**src/rtl/sys_pkg.sv**
```systemverilog
// sys_pkg: shared definitions for the MAC datapath write-back.
//  state_t   FSM state encoding (IDLE/RUN/DONE)
//  ACC_W_DEF default lane result width
//  N_MACS_DEF default lanes per row
//  addr_w()  address width for a given memory depth
package sys_pkg;
   typedef enum logic [1:0] {IDLE, RUN, DONE} state_t;
   localparam int ACC_W_DEF = 16;
   localparam int N_MACS_DEF = 4;
   function automatic int addr_w(input int depth);
      return (depth > 1) ? $clog2(depth) : 1;
   endfunction
endpackage

```
**src/rtl/result_fifo.sv**
```systemverilog
// result_fifo: synchronous FIFO buffering packed rows ahead of the BRAM write port.
//  clk, rst  clock, synchronous active-high reset
//  clr       synchronous clear (empties the FIFO)
//  push/din  write a word (ignored when full)
//  pop       drop the head word (ignored when empty)
//  dout      head word (valid while !empty)
//  full      DEPTH words stored
//  empty     no words stored
module result_fifo #(
   parameter int WIDTH = 64,
   parameter int DEPTH = 4
) (
   input  logic             clk,
   input  logic             rst,
   input  logic             clr,
   input  logic             push,
   input  logic             pop,
   input  logic [WIDTH-1:0] din,
   output logic [WIDTH-1:0] dout,
   output logic             full,
   output logic             empty
);
   localparam int PW = $clog2(DEPTH);
   logic [WIDTH-1:0] mem [DEPTH];
   logic [PW:0] wr_ptr, rd_ptr;
   // Pointers carry one extra wrap bit to tell full from empty.
   assign empty = wr_ptr == rd_ptr;
   assign full = (wr_ptr[PW] != rd_ptr[PW]) && (wr_ptr[PW-1:0] == rd_ptr[PW-1:0]);
   assign dout = mem[rd_ptr[PW-1:0]];
   always_ff @(posedge clk) begin
      if (rst || clr) begin
         wr_ptr <= '0;
         rd_ptr <= '0;
      end else begin
         if (push && !full) wr_ptr <= wr_ptr + 1'b1;
         if (pop && !empty) rd_ptr <= rd_ptr + 1'b1;
      end
   end
   always_ff @(posedge clk) begin
      if (push && !full) mem[wr_ptr[PW-1:0]] <= din;
   end
endmodule

```
**src/rtl/result_mem_wr.sv**
```systemverilog
// result_mem_wr: packs MAC lane results into rows and writes them to the output BRAM.
//  clk, rst          clock, synchronous active-high reset
//  start             arm a run (IDLE only): loads base_addr and row_count
//  base_addr         first BRAM word address
//  row_count         rows to write this run (0..MEM_DEPTH)
//  acc_in_0..3       lane results
//  valid_in          per-lane result strobes (lanes may be skewed)
//  bram_addr/en/we   BRAM write port control
//  bram_din          packed row {lane3,lane2,lane1,lane0}
//  busy              high while running
//  done              one-cycle pulse at run completion
//  overflow          sticky lane or FIFO overrun during this run
//  rows_written      rows committed to BRAM this run
module result_mem_wr
   import sys_pkg::*;
#(
   parameter int ACC_W = ACC_W_DEF,
   parameter int N_MACS = N_MACS_DEF,
   parameter int MEM_DEPTH = 256,
   parameter int FIFO_DEPTH = 4,
   localparam int AW = addr_w(MEM_DEPTH),
   localparam int RW = N_MACS * ACC_W
) (
   input  logic              clk,
   input  logic              rst,
   input  logic              start,
   input  logic [AW-1:0]     base_addr,
   input  logic [AW:0]       row_count,
   input  logic [ACC_W-1:0]  acc_in_0,
   input  logic [ACC_W-1:0]  acc_in_1,
   input  logic [ACC_W-1:0]  acc_in_2,
   input  logic [ACC_W-1:0]  acc_in_3,
   input  logic [N_MACS-1:0] valid_in,
   output logic [AW-1:0]     bram_addr,
   output logic              bram_en,
   output logic              bram_we,
   output logic [RW-1:0]     bram_din,
   output logic              busy,
   output logic              done,
   output logic              overflow,
   output logic [AW:0]       rows_written
);
   state_t state, state_nx;
   logic [AW-1:0] addr;
   logic [AW:0] target, rows_pushed;
   logic [N_MACS-1:0] mask, mask_nx, cap;
   logic [N_MACS-1:0][ACC_W-1:0] lane_in, lane_reg;
   logic [RW-1:0] head;
   logic run, clr, full_mask, push, fifo_push, fifo_pop, fifo_full, fifo_empty, cap_en, ovf_set;
   assign lane_in = {acc_in_3, acc_in_2, acc_in_1, acc_in_0};
   always_comb begin
      run = state == RUN;
      clr = state == IDLE && start;
      full_mask = &mask;
      push = run && full_mask;
      fifo_push = push && !fifo_full;
      fifo_pop = run && !fifo_empty;
      // Stop capturing once every row of this run is accounted for, counting a push in flight.
      cap_en = run && ((rows_pushed + {{AW{1'b0}}, fifo_push}) < target);
      // A full mask is being pushed this edge, so new strobes land in a fresh row.
      cap = cap_en ? (valid_in & (full_mask ? {N_MACS{1'b1}} : ~mask)) : '0;
      ovf_set = (cap_en && !full_mask && |(valid_in & mask)) || (push && fifo_full);
      mask_nx = clr ? '0 : run ? ((full_mask ? '0 : mask) | cap) : mask;
      state_nx = clr ? RUN
               : (run && rows_written == target && fifo_empty) ? DONE
               : (state == DONE) ? IDLE
               : state;
      bram_en = fifo_pop;
      bram_we = fifo_pop;
      bram_addr = addr;
      bram_din = fifo_pop ? head : '0;
      busy = run;
      done = state == DONE;
   end
   always_ff @(posedge clk) begin
      if (rst) begin
         state <= IDLE;
         addr <= '0;
         target <= '0;
         rows_pushed <= '0;
         rows_written <= '0;
         mask <= '0;
         lane_reg <= '0;
         overflow <= 1'b0;
      end else begin
         state <= state_nx;
         mask <= mask_nx;
         for (int i = 0; i < N_MACS; i++) if (cap[i]) lane_reg[i] <= lane_in[i];
         if (clr) begin
            addr <= base_addr;
            target <= row_count;
            rows_pushed <= '0;
            rows_written <= '0;
            overflow <= 1'b0;
         end else begin
            if (fifo_push) rows_pushed <= rows_pushed + 1'b1;
            if (fifo_pop) begin
               addr <= (addr == AW'(MEM_DEPTH - 1)) ? '0 : addr + 1'b1;
               rows_written <= rows_written + 1'b1;
            end
            if (ovf_set) overflow <= 1'b1;
         end
      end
   end
   result_fifo #(.WIDTH(RW), .DEPTH(FIFO_DEPTH)) u_fifo (
      .clk(clk),
      .rst(rst),
      .clr(clr),
      .push(fifo_push),
      .pop(fifo_pop),
      .din(lane_reg),
      .dout(head),
      .full(fifo_full),
      .empty(fifo_empty)
   );
endmodule

```
**config.mk**
```make
export PLATFORM = sky130hd
export DESIGN_NAME = result_mem_wr
export DESIGN_NICKNAME = d
export VERILOG_FILES = /design/src/rtl/sys_pkg.sv /design/src/rtl/result_fifo.sv /design/src/rtl/result_mem_wr.sv
export SDC_FILE = /design/constraint.sdc
export NUM_CORES = 1
export LEC_CHECK = 0
export ABC_CLOCK_PERIOD_IN_PS = 10000
export CAP_MARGIN = 20
export CORE_ASPECT_RATIO = 1.75
export CORE_MARGIN = 2
export CORE_UTILIZATION = 45
export CTS_CLUSTER_SIZE = 25
export DETAILED_ROUTE_END_ITERATION = 12
export PLACE_DENSITY_LB_ADDON = 0.05
export SETUP_SLACK_MARGIN = 0.1
export SYNTH_ARGS = -nofsm -noshare
export SYNTH_HDL_FRONTEND = slang
export SYNTH_SLANG_ARGS = --single-unit
```
**constraint.sdc**
```tcl
create_clock -name clk -period 10 [get_ports clk]
set_input_delay 2 -clock clk [delete_from_list [all_inputs] [get_ports clk]]
set_output_delay 2 -clock clk [all_outputs]
set_load 0.1 [all_outputs]
```
==> After elaboration in Yosys (flattened, before gate mapping) <==
Memory sizes are Yosys's and may differ from the RTL's. A register that Yosys moved wholly into a read port is not among the register bits.
Index checks and enable logic that the tools add are counted.
W data, S select, Z words.
{ "word_totals": {"n_memories": 1, "wordCells": 72, "in_bits": 88, "romBits": 0, "output_inout_bits": 86, "ram_bits": 256, "latch_bits": 0, "register_bits": 112} }
{ "classes": {"div_mod_pow": 0, "reduce_logical": 25, "n_lt_le_gt_ge": 1, "muxes": 14, "multipliers": 0, "bitwise": 4, "n_eq_ne": 7, "n_shift": 0, "add_sub_neg": 6} }
{ "mem_list": {"columns": ["memory", "words", "width", "rd", "rd_ports_with_merged_regs", "write_ports", "line_no", "source"], "rows": [
  ["u_fifo.mem", 4, 64, 1, 1, 1, "result_fifo.sv:24", "logic [WIDTH-1:0] mem [DEPTH];"]
]} }
{ "ops": {"columns": ["operator", "n"], "rows": [
  ["$mux W64", 1],
  ["$mux W8", 3],
  ["$add A9 B1 Y9 const B", 2],
  ["$logic_and A1 B1 Y1", 13],
  ["$mux W4", 3],
  ["$add A9 B1 Y9", 1],
  ["$eq A9 B9 Y1", 1],
  ["$lt A9 B9 Y1", 1],
  ["$add A8 B1 Y8 const B", 1],
  ["$and A4 B4 Y4", 2],
  ["$eq A8 B8 Y1 const B", 1],
  ["$mux W2", 4],
  ["$add A3 B1 Y3 const B", 2],
  ["$not A4 Y4", 1],
  ["$or A4 B4 Y4", 1],
  ["$reduce_and A4 Y1", 1],
  ["$reduce_bool A2 Y1", 2],
  ["$reduce_or A4 Y1", 1],
  ["$eq A3 B3 Y1", 1],
  ["$logic_not A1 Y1", 3],
  ["$mux W1", 3],
  ["$reduce_bool A3 Y1", 1],
  ["$eq A2 B1 Y1 const B", 1],
  ["$eq A2 B2 Y1", 1],
  ["other kinds (5)", 6]
]} }

==> Longest topological paths before layout <==
{ "logic_depth": {"ltp_word": 10, "ltp_mapped": 16, "mapped_depth_nobuf": 13} }

==> Cells and area by module <==
Synthesis repeated with hierarchy kept, for this count alone.
{ "unflattened": {"cells_unflattened": 1050, "hier_area_um2": 15473.6} }
{ "by_module_without_submodules": {"columns": ["module", "seq_area_each_um2", "area_per_inst_um2", "cells_each", "n_inst"], "rows": [
  ["result_fifo", 7847.5, 9781.9, 402, 1],
  ["result_mem_wr", 2122.0, 5691.7, 648, 1]
]} }

==> Worst setup path after synthesis <==
No wires, ideal clock.
{ "synth_timing": {"path_type": "reg2out", "start": "register state[1]", "end": "output port bram_din[54]", "required_ps": 8000, "t_arrival_ps": 2983, "setup_slack_ps": 5017, "stages_incl_launch_ff": 7, "n_path_buf": 1, "cell_sequence": "dfxtp_1 nand2b_2 clkinv_2 o31ai_4 inv_2 clkbuf_1 and2_1"} }
{ "synth_between": {"elab_chain_cells": 3} }
{ "synth_rtl": {"columns": ["element", "line_no", "source"], "rows": [
  ["from (decl)", "result_mem_wr.sv:43", "state_t state, state_nx;"],
  ["from (signal assigned)", "result_mem_wr.sv:86", "state <= state_nx;"],
  ["$eq A2 B1 Y1", "result_mem_wr.sv:52", "run = state == RUN;"],
  ["named net busy", "result_mem_wr.sv:38", "output logic busy,"],
  ["$logic_and A1 B1 Y1", "result_mem_wr.sv:57", "fifo_pop = run && !fifo_empty;"],
  ["named net bram_en", "result_mem_wr.sv:35", "output logic bram_en,"],
  ["$mux W64", "result_mem_wr.sv:71", "bram_din = fifo_pop ? head : '0;"],
  ["to (decl)", "result_mem_wr.sv:37", "output logic [RW-1:0] bram_din,"]
]} }
The timed path passes the listed nets, and every way through them passes these cells.

==> Final worst setup path <==
{ "layout_timing": {"start": "register u_fifo.wr_ptr[0]", "end": "output port bram_din[19]"} }
{ "layout_between": {"elab_chain_cells": 4} }
{ "layout_rtl": {"columns": ["element", "line_no", "source"], "rows": [
  ["from (decl)", "result_fifo.sv:25", "logic [PW:0] wr_ptr, rd_ptr;"],
  ["from (signal assigned)", "result_fifo.sv:35", "if (push && !full) wr_ptr <= wr_ptr + 1'b1;"],
  ["$eq A3 B3 Y1", "result_fifo.sv:27", "assign empty = wr_ptr == rd_ptr;"],
  ["$logic_not A1 Y1", "result_mem_wr.sv:57", null],
  ["$logic_and A1 B1 Y1", "result_mem_wr.sv:57", null],
  ["$mux W64", "result_mem_wr.sv:71", null]
]} }
No other way between the ends.

==> results.md <==
* Detail Route Antenna Nets at 0
* Run status: finished clean
* Worst-Skew Late Latency at roughly 0.52 ns
* Crit path launch type: flop
* Final Net Count at about 1300
* Least-Margin Pin Slew at about 1.0 ns
* VDD IR-drop max at about 130 uV
* Fmax at 167.3 MHz
* Switching pwr at 670.4 uW
* Final Hold Viols at 0
* Die W at about 140 um
* Layout cells sized above 1 at 11.51%
* Max FFs per register at ~260
* Register area at 0.009977 mm2
* Fill cell count at about 2800
* Hpwl dp at roughly 20 mm
* GRT Overall Usage at between 10% and 20%
* Clock power frac at 40.2%
* # hold bufs at CTS at 0
* Port bufs at between 150 and 200
* Setup TNS at 0 ns
* Internal at between 2 and 2.5 mW
* Core footprint at 0.03363 mm2
* Yosys reg bits at 370
* Mapped cell area at between 0.015 and 0.02 mm2
* CP endpoint kind: output port
* First-pass GRT wire length at approximately 50 mm
* Final Max Tran Viols at 0
* Pwr Total at around 3.1 mW
* CTS clk-pin slew, worst paths at approximately 0.060 ns
* Ant diodes at 0
* Worst Path Max Fanout at 49
* Post-synth EDFFs at around 260
* Yosys cell types at 48
* Skew final at approximately 0.017 ns
* Clock buffer depth at 3
* Synth area leader: edfxtp_1
* GR Overflow Total at 0
* Post-synth top area share at between 50% and 60%
* Synth area leaders: edfxtp_1, dfxtp_1, mux4_2
* Avg WL per Cell at 19.90 um
* Multi-input gate area at 0.004942 mm2
* Die height at between 200 and 250 um
* DR pass1 iterations at 6
* Worst endpoint required time at ~8.0 ns
* Post-CTS setup buffer count at 0
* Largest net degree at the start of global routing at about 120
* Top FF cell, synth: edfxtp_1
* Seq/Total Area, Yosys at between 60% and 70%
* Std cell rows at between 80 and 90
* Period Utilization, post-route at roughly three fifths
* Post-CTS Resized at 0
* Worst rel slew slack at a little under a third
* Num CTS Buffers at 35
* Dpl cell area at 0.01738 mm2
* Core Util, Final at roughly 55%
* Worst path arrival time at about 4.0 ns
* Hold WC Path Type: flop to flop
* Async SR Flop Fraction at 0%
* 1st-iter DRT viols at between 400 and 500
* Root Driver: clkbuf_16
* Final RePlAce weighted congestion at 0.7638
* RSZ-0062 raised after global routing: no
* Power per standard cell area at 169.7 mW/mm2
* Syn-to-layout area delta at 20.68%
* Count leader, synth: edfxtp_1
* Initial antenna violation count at 0
* Htree depth at 2
* Period minus WS final at 5.976 ns
* Logic pwr share at roughly 5.9%
* Switching share of total power at 21.41%
* Via count of the first global-routing pass at between 9000 and 10000
* Final setup vio count at 0
* Sequential share of power at a little over half
* DIE AREA at ~0.036 mm2
* Ys Warns at 0
* IO Pins at approximately 170
* Starting Density at around 45%
* CTS sink cnt at 370
* Via count at between 8000 and 9000
* Remaining DRCs at 0
* WL final at 33.09 mm
* Vias per inst at 5.155
* Syn Area/Cell at 15.04 um2
* Lkg Pwr at just over 6 nW
* Synthesized Nets at 1123
* Post-Synthesis Cells at 1017
* Crit Path Class: flop to output port
* CTS tree: yes
* Final instance area at roughly 0.018 mm2
* Max_cap viols at 0
* Commonest cells post-synth: edfxtp_1, nand2b_1, dfxtp_1
[layer usage]
layer | vias to the layer above | track usage (%) | share of wire, % | wire [um]
met1 | 4306 | 21.70 | 38 | 12720
met3 | 43 | 2.508 | 4.2 | 1376
li1 | 4035 | - | - | -
met4 | 0 | 5.652 | 2.3 | 750
met5 | - | 0 | 0 | 0
met2 | 189 | 35.96 | 55 | 18240
[area by class of cell]
class	count	area share (%)
multi-input combinational	574	26.78
inverter	15	0.3119
timing repair buffer	187	9.939
sequential	370	54.06
clock inverter	12	0.4339
tap	455	3.085
clock buffer	50	5.390
[critical path, cell delays in order, from the launching register on]
cell	delay [ns]
dfxtp_1	0.47
xor2_1	0.30
o31ai_4	0.18
inv_2	0.56
buf_4	0.53
and2_1	0.25
clkdlybuf4s50_1	1.14
[stage by stage]
step	setup slack [ns]	hold slack, ns	std cells
3_5_place_dp	4.498	0.4691	1601
4_1_cts	3.918	0.4960	1663
2_1_floorplan	5.017	0.4562	1017
5_1_grt	3.778	0.5204	1663
6_report	4.024	0.4953	1663
3_3_place_gp	4.528	0.4667	1601
[final timing paths]
kind	start	to	cells past startpoint	slack (ns)
setup / recovery	u_fifo.wr_ptr[0]	bram_din[19]	6	4.02
hold reg to reg	mask[0]	mask[0]	2	0.50
hold / removal	mask[0]	mask[0]	2	0.50
setup reg to reg	mask[1]	lane_reg[10]	15	5.87
[kinds of logic after synthesis]
logic type / Yosys count / synth area share (%)
AND/OR/NAND/NOR: 336 / 12.34
buffers and inverters: 73 / 2.553
multiplexers: 130 / 13.75
adder cells (fa/ha/maj): 18 / 1.473
flip-flops: 370 / 65.19
AO/OA/AOI/OAI: 46 / 2.176
XOR/XNOR: 44 / 2.520
[power by group through the flow]
stage | clock (mW) | sequential [mW] | combinational (mW)
6_report | 1.26 | 1.69 | 0.183
5_1_grt | 1.35 | 1.69 | 0.199
4_1_cts | 1.29 | 1.69 | 0.187
3_5_place_dp | 0 | 1.72 | 0.186
3_3_place_gp | 0 | 1.72 | 0.185
2_1_floorplan | 0 | 1.73 | 0.103
[placed cells by master (no fill, tap or decap), types with 3 or more instances in the layout]
master / synthesis / routed
edfxtp_1: 256 / 256
clkdlybuf4s50_1: 0 / 172
nand2b_1: 129 / 129
dfxtp_1: 114 / 112
mux2i_1: 66 / 66
mux4_2: 64 / 64
and2_1: 68 / 64
nand2_1: 47 / 47
nor2_1: 40 / 40
clkbuf_16: 0 / 37
xor2_1: 29 / 29
a21oi_1: 23 / 23
ha_1: 18 / 18
nand4_1: 16 / 16
xnor2_1: 15 / 15
buf_4: 2 / 15
inv_1: 13 / 13
nand3_1: 12 / 12
clkbuf_1: 38 / 11
and3_1: 8 / 8
clkinv_1: 0 / 6
clkinv_2: 1 / 5
and2_4: 0 / 4
nor2b_1: 3 / 3
and4_1: 3 / 3
a211oi_1: 3 / 3
o21ai_1: 3 / 3
No activity file was read; power rests on OpenSTA's default activity.
